===== config.mk =====
export PLATFORM = sky130hd
export DESIGN_NAME = usb_report_fifo
export DESIGN_NICKNAME = d
export VERILOG_FILES = /design/src/rtl/usb_report_fifo.sv
export SDC_FILE = /design/constraint.sdc
export NUM_CORES = 1
export LEC_CHECK = 0
export CAP_MARGIN = 20
export CORE_ASPECT_RATIO = 0.75
export CORE_MARGIN = 2
export CORE_UTILIZATION = 43
export DETAILED_ROUTE_END_ITERATION = 16
export PLACE_DENSITY_LB_ADDON = 0.08
export SETUP_SLACK_MARGIN = 0.5
export SYNTH_ARGS = -nofsm -noshare
export SYNTH_HDL_FRONTEND = slang
export SYNTH_SLANG_ARGS = --single-unit

===== constraint.sdc =====
create_clock -name clk -period 10.45 [get_ports clk]
set_input_delay 1.045 -clock clk [delete_from_list [all_inputs] [get_ports clk]]
set_output_delay 1.045 -clock clk [all_outputs]
set_load 0.01 [all_outputs]

===== src/rtl/usb_report_fifo.sv =====
// ULPI host report buffer: parametrised FIFO with duplicate
// suppression, full policy and ready/valid drain.
module usb_report_fifo #(
  parameter int DATA_W     = 64,
  parameter int DEPTH      = 8,
  parameter int FILTER_DUP = 1,
  parameter int OVERWRITE  = 0
) (
  input  logic                       clk,
  input  logic                       rst,
  input  logic [DATA_W-1:0]          in_data,
  input  logic                       in_valid,
  output logic [DATA_W-1:0]          out_data,
  output logic                       out_valid,
  input  logic                       out_ready,
  output logic [$clog2(DEPTH):0]     count,
  output logic [15:0]                drop_cnt,
  output logic                       overflow,
  input  logic                       clr_overflow
);

  localparam int AW = $clog2(DEPTH);
  localparam int CW = AW + 1;

  logic [DATA_W-1:0] mem [DEPTH];
  logic [AW-1:0]     wr_ptr;
  logic [AW-1:0]     rd_ptr;
  logic [CW-1:0]     cnt_q;
  logic [CW-1:0]     cnt_d;
  logic [15:0]       drop_q;
  logic              ovf_q;
  logic              valid_q;
  logic [DATA_W-1:0] ref_q;
  logic              ref_ok;

  logic full;
  logic pop;
  logic is_dup;
  logic cand;
  logic wr_en;
  logic drop;
  logic adv_rd;

  assign full   = (cnt_q == CW'(DEPTH));
  assign pop    = valid_q & out_ready;
  assign is_dup = (FILTER_DUP != 0) & ref_ok
                & (in_data == ref_q);
  assign cand   = in_valid & ~is_dup;
  assign drop   = cand & full & ~pop;
  assign wr_en  = cand & (~full | pop
                | (OVERWRITE != 0));
  // Overwrite on full retires the head as the new word lands
  assign adv_rd = pop | (drop & (OVERWRITE != 0));

  always_comb begin
    cnt_d = cnt_q;
    if (wr_en & ~adv_rd)
      cnt_d = cnt_q + CW'(1);
    else if (adv_rd & ~wr_en)
      cnt_d = cnt_q - CW'(1);
  end

  always_ff @(posedge clk) begin
    if (wr_en)
      mem[wr_ptr] <= in_data;
  end

  always_ff @(posedge clk or negedge rst) begin
    if (!rst) begin
      wr_ptr  <= '0;
      rd_ptr  <= '0;
      cnt_q   <= '0;
      valid_q <= 1'b0;
      drop_q  <= '0;
      ovf_q   <= 1'b0;
      ref_q   <= '0;
      ref_ok  <= 1'b0;
    end else begin
      cnt_q   <= cnt_d;
      valid_q <= (cnt_d != '0);
      if (wr_en) begin
        wr_ptr <= wr_ptr + AW'(1);
        ref_q  <= in_data;
        ref_ok <= 1'b1;
      end
      if (adv_rd)
        rd_ptr <= rd_ptr + AW'(1);
      if (drop && drop_q != 16'hFFFF)
        drop_q <= drop_q + 16'd1;
      if (drop)
        ovf_q <= 1'b1;
      else if (clr_overflow)
        ovf_q <= 1'b0;
    end
  end

  assign out_data  = mem[rd_ptr];
  assign out_valid = valid_q;
  assign count     = cnt_q;
  assign drop_cnt  = drop_q;
  assign overflow  = ovf_q;

endmodule


==> results by group <==
STA
  – Final worst setup slack: 5.440 ns
  – Final hold vios: 0
  – Pins Over Slew Limit: 0
  – Slew @ Worst Pin: 0.9434 ns
  – Fmax achieved: 0.1996 GHz
  – RSZ-0062 raised after global routing: false
  – Setup TNS: 0 ns
  – Period utilization: 47.94%
  – Tmin final: 5.010 ns
  – Slew headroom: 37.11%
  – Endpoints failing setup: 0
  – Min Hold Slack: 0.3014 ns
  – Fin Clk Skew: 0.02586 ns

Logic synthesis
  – Post-synth top area share: 64.80%
  – Post-synth ARST share: 15.37%
  – Yosys top cell by area: edfxtp_1
  – Synth warnings: 0
  – Synth Instances: 1,148
  – Cell variety after synth: 47
  – Most common cell in the netlist: edfxtp_1
  – Netlist Area Pre-Place: 0.02373 mm^2
  – Post-synth net total: 1,222
  – Number of synthesized register bits: 605
  – Synth Flop Type: edfxtp_1
  – Synth area leaders: edfxtp_1 (65%), mux4_2 (12%), dfrtp_1 (9.8%), mux2_2 (3.7%), mux2_1 (1.7%)
  – Post-Syn Area per Cell: 20.67 um^2
  – Most frequent cells after synthesis: edfxtp_1 (512), mux4_2 (128), dfrtp_1 (93)
  – Post-synth EDFFs: 512
  – Sequential-to-total area share from yosys stat: 74.60%

Floorplan
  – Core area: 0.05453 mm^2
  – Full die area: 0.05710 mm^2
  – I/O pins: 155
  – Row count: 74
  – Chip width: 275.2 um
  – Initial core utilization: 43.51%
  – Die Y: 207.4 um

Clocking
  – Cts hold-fix bufs: 0
  – Inserted Clock Buffers: 58
  – Resized Gates After CTS: 0
  – CTS sink cnt: 605
  – Clock slew at reported path FFs: 0.06 ns
  – Post-CTS setup buffer count: 0
  – Clock Latency Late Sink: 0.61 ns
  – Clock Path Buffers: 3
  – H-tree depth: 2
  – Clock root buffer: clkbuf_16
  – CTS tree: yes

Route
  – DRT iter0 DRCs: 920
  – Vias/cell: 5.437
  – Detailed-route via count: 11,490
  – Drt total wl: 51,730 um
  – WL/cell: 24.47 um
  – Drt pass-1 iters: 4
  – # DRC: 0
  – Remaining antenna violation count: 0

Placed design
  – GP Congestion: 0.7780
  – DP HPWL: 30,440 um
  – Post-placement cell area: 0.02620 mm^2
  – Post-Place Cells: 2,000
  – Pre-CTS setup slack: 4.831 ns
  – Number of port buffers: 154

Final layout
  – Filler instances: 4,340
  – Design area: 0.02820 mm^2
  – Register area: 0.01771 mm^2
  – Multi-input logic area: 0.005758 mm^2
  – Area delta synth->final: 18.84%
  – Cell Count, Final, Fillers Out: 2,114
  – # nets final: 1,414
  – Fraction of layout cells with a size suffix above 1: 23.53%

Setup path
  – CP required: 9.41 ns
  – Worst setup SP type: flip-flop
  – Worst-path fanout max: 46
  – Worst Path Arrival: 3.96 ns
  – Crit end category: output pin
  – Critical path class: reg -> out

Pwr
  – Cell Pwr Density: 269.8 mW/mm^2
  – Lkg Pwr: 9.376 nW
  – Peak supply drop: 136.7 uV

Global route
  – Largest net degree at the start of global routing: 76
  – GRT busiest layer: met1
  – Initial antenna violation count: 2
  – M1 GR Usage: 28.33%
  – Global-route wire length before repair: 78,520 um
  – Vias in the first global route: 12,110
  – GRT Total Usage: 18.50%
  – Met3 GRT Util: 3.308%
  – Met2 track demand over resource: 27.85%
  – Gr ovfl total: 0

Flow run
  – Max Cap Viol: 0

Worst hold path
  – Hold Path Class: in -> async

Run status
  – Status: finished clean
==> final timing paths <==
| check | to | slack [ns] | startpoint | cells after the start |
|---|---|---|---|---|
| setup / recovery | out_data[30] | 5.44 | rd_ptr[0]$_DFFE_PN0P_ | 4 |
| hold / removal | drop_cnt[14]$_DFFE_PN0P_ | 0.30 | rst | 1 |
| setup reg to reg | mem[5][56]$_DFFE_PP_ | 6.30 | ref_q[5]$_DFFE_PN0P_ | 11 |
| hold reg to reg | ref_ok$_DFFE_PN0P_ | 0.47 | ref_ok$_DFFE_PN0P_ | 1 |
| max in group asynchronous | ref_q[52]$_DFFE_PN0P_ | 9.20 | rst | 3 |
| min in group clk | ref_ok$_DFFE_PN0P_ | 0.47 | ref_ok$_DFFE_PN0P_ | 1 |
==> placed cells by master, fill, tap and decap left out, types with 3 or more instances in the layout <==
| cell type | instances |
|---|---|
| a221oi_1 | 4 |
| a22o_1 | 3 |
| and3_1 | 4 |
| buf_4 | 25 |
| bufinv_16 | 6 |
| clkbuf_1 | 24 |
| clkbuf_16 | 61 |
| clkbuf_8 | 7 |
| clkdlybuf4s50_1 | 153 |
| clkinv_1 | 6 |
| clkinv_2 | 5 |
| dfrtp_1 | 90 |
| dfrtp_4 | 3 |
| edfxtp_1 | 512 |
| ha_1 | 5 |
| inv_1 | 29 |
| mux2_1 | 36 |
| mux2_2 | 78 |
| mux4_2 | 128 |
| nand2_1 | 33 |
| nand2b_1 | 10 |
| nand3_1 | 13 |
| nand4_1 | 12 |
| nor2_1 | 3 |
| nor2b_1 | 4 |
| nor3_1 | 3 |
| nor3_2 | 3 |
| nor4_1 | 10 |
| o2111ai_1 | 4 |
| o21ai_0 | 18 |
| o22ai_1 | 7 |
| xnor2_1 | 29 |
| xor2_1 | 30 |
==> sequential cells by signal, summed over array words and instances, names as in the netlist <==
name	flops
mem	512
ref_q	64
drop_cnt	16
count	4
rd_ptr	3
wr_ptr	3
out_valid	1
overflow	1
ref_ok	1
==> area by class of cell <==
class	instances	area share (%)
clock buffers	92	6.074
well taps	722	3.204
clock inverters	18	0.8342
repair buffers	180	6.248
flip-flops and latches	605	62.82
inverters	29	0.3860
multi-input cells	466	20.42
diodes	2	0.01775
==> where the power goes <==
part | switching, mW | total [mW] | internal (mW)
logic | 1.02 | 2.22 | 1.21
registers | 0.223 | 3.24 | 3.02
clock network | 0.877 | 2.14 | 1.27
total | 2.12 | 7.61 | 5.49
==> metrics by stage <==
step                utilization, %  power, mW
floorplan                        -      4.622
global placement             48.05      5.557
detailed placement           48.05      5.572
CTS                          51.62      7.736
global route                 51.70      7.972
finish                       51.71      7.608
==> per-layer routing <==
layer / vias up / routed length, um
met5: - / 13
met4: 2 / 735
met3: 55 / 2410
met2: 262 / 23930
met1: 6115 / 24640
li1: 5060 / -
==> cells by family after synthesis <==
family | after synthesis | share of synthesized area (%)
simple gates | 108 | 2.410
compound gates | 51 | 1.593
xor+xnor | 59 | 2.178
flops | 605 | 74.60
fa+ha+maj | 5 | 0.2637
buf+inv | 77 | 1.350
mux | 243 | 17.60
==> worst max-delay path, stage by stage (launching register included) <==
cell and delay [ns]:
dfrtp_4 1.01, buf_4 0.88, mux4_2 0.61, mux2_2 0.32, clkdlybuf4s50_1 0.51
No activity file was read; power rests on OpenSTA's default activity.
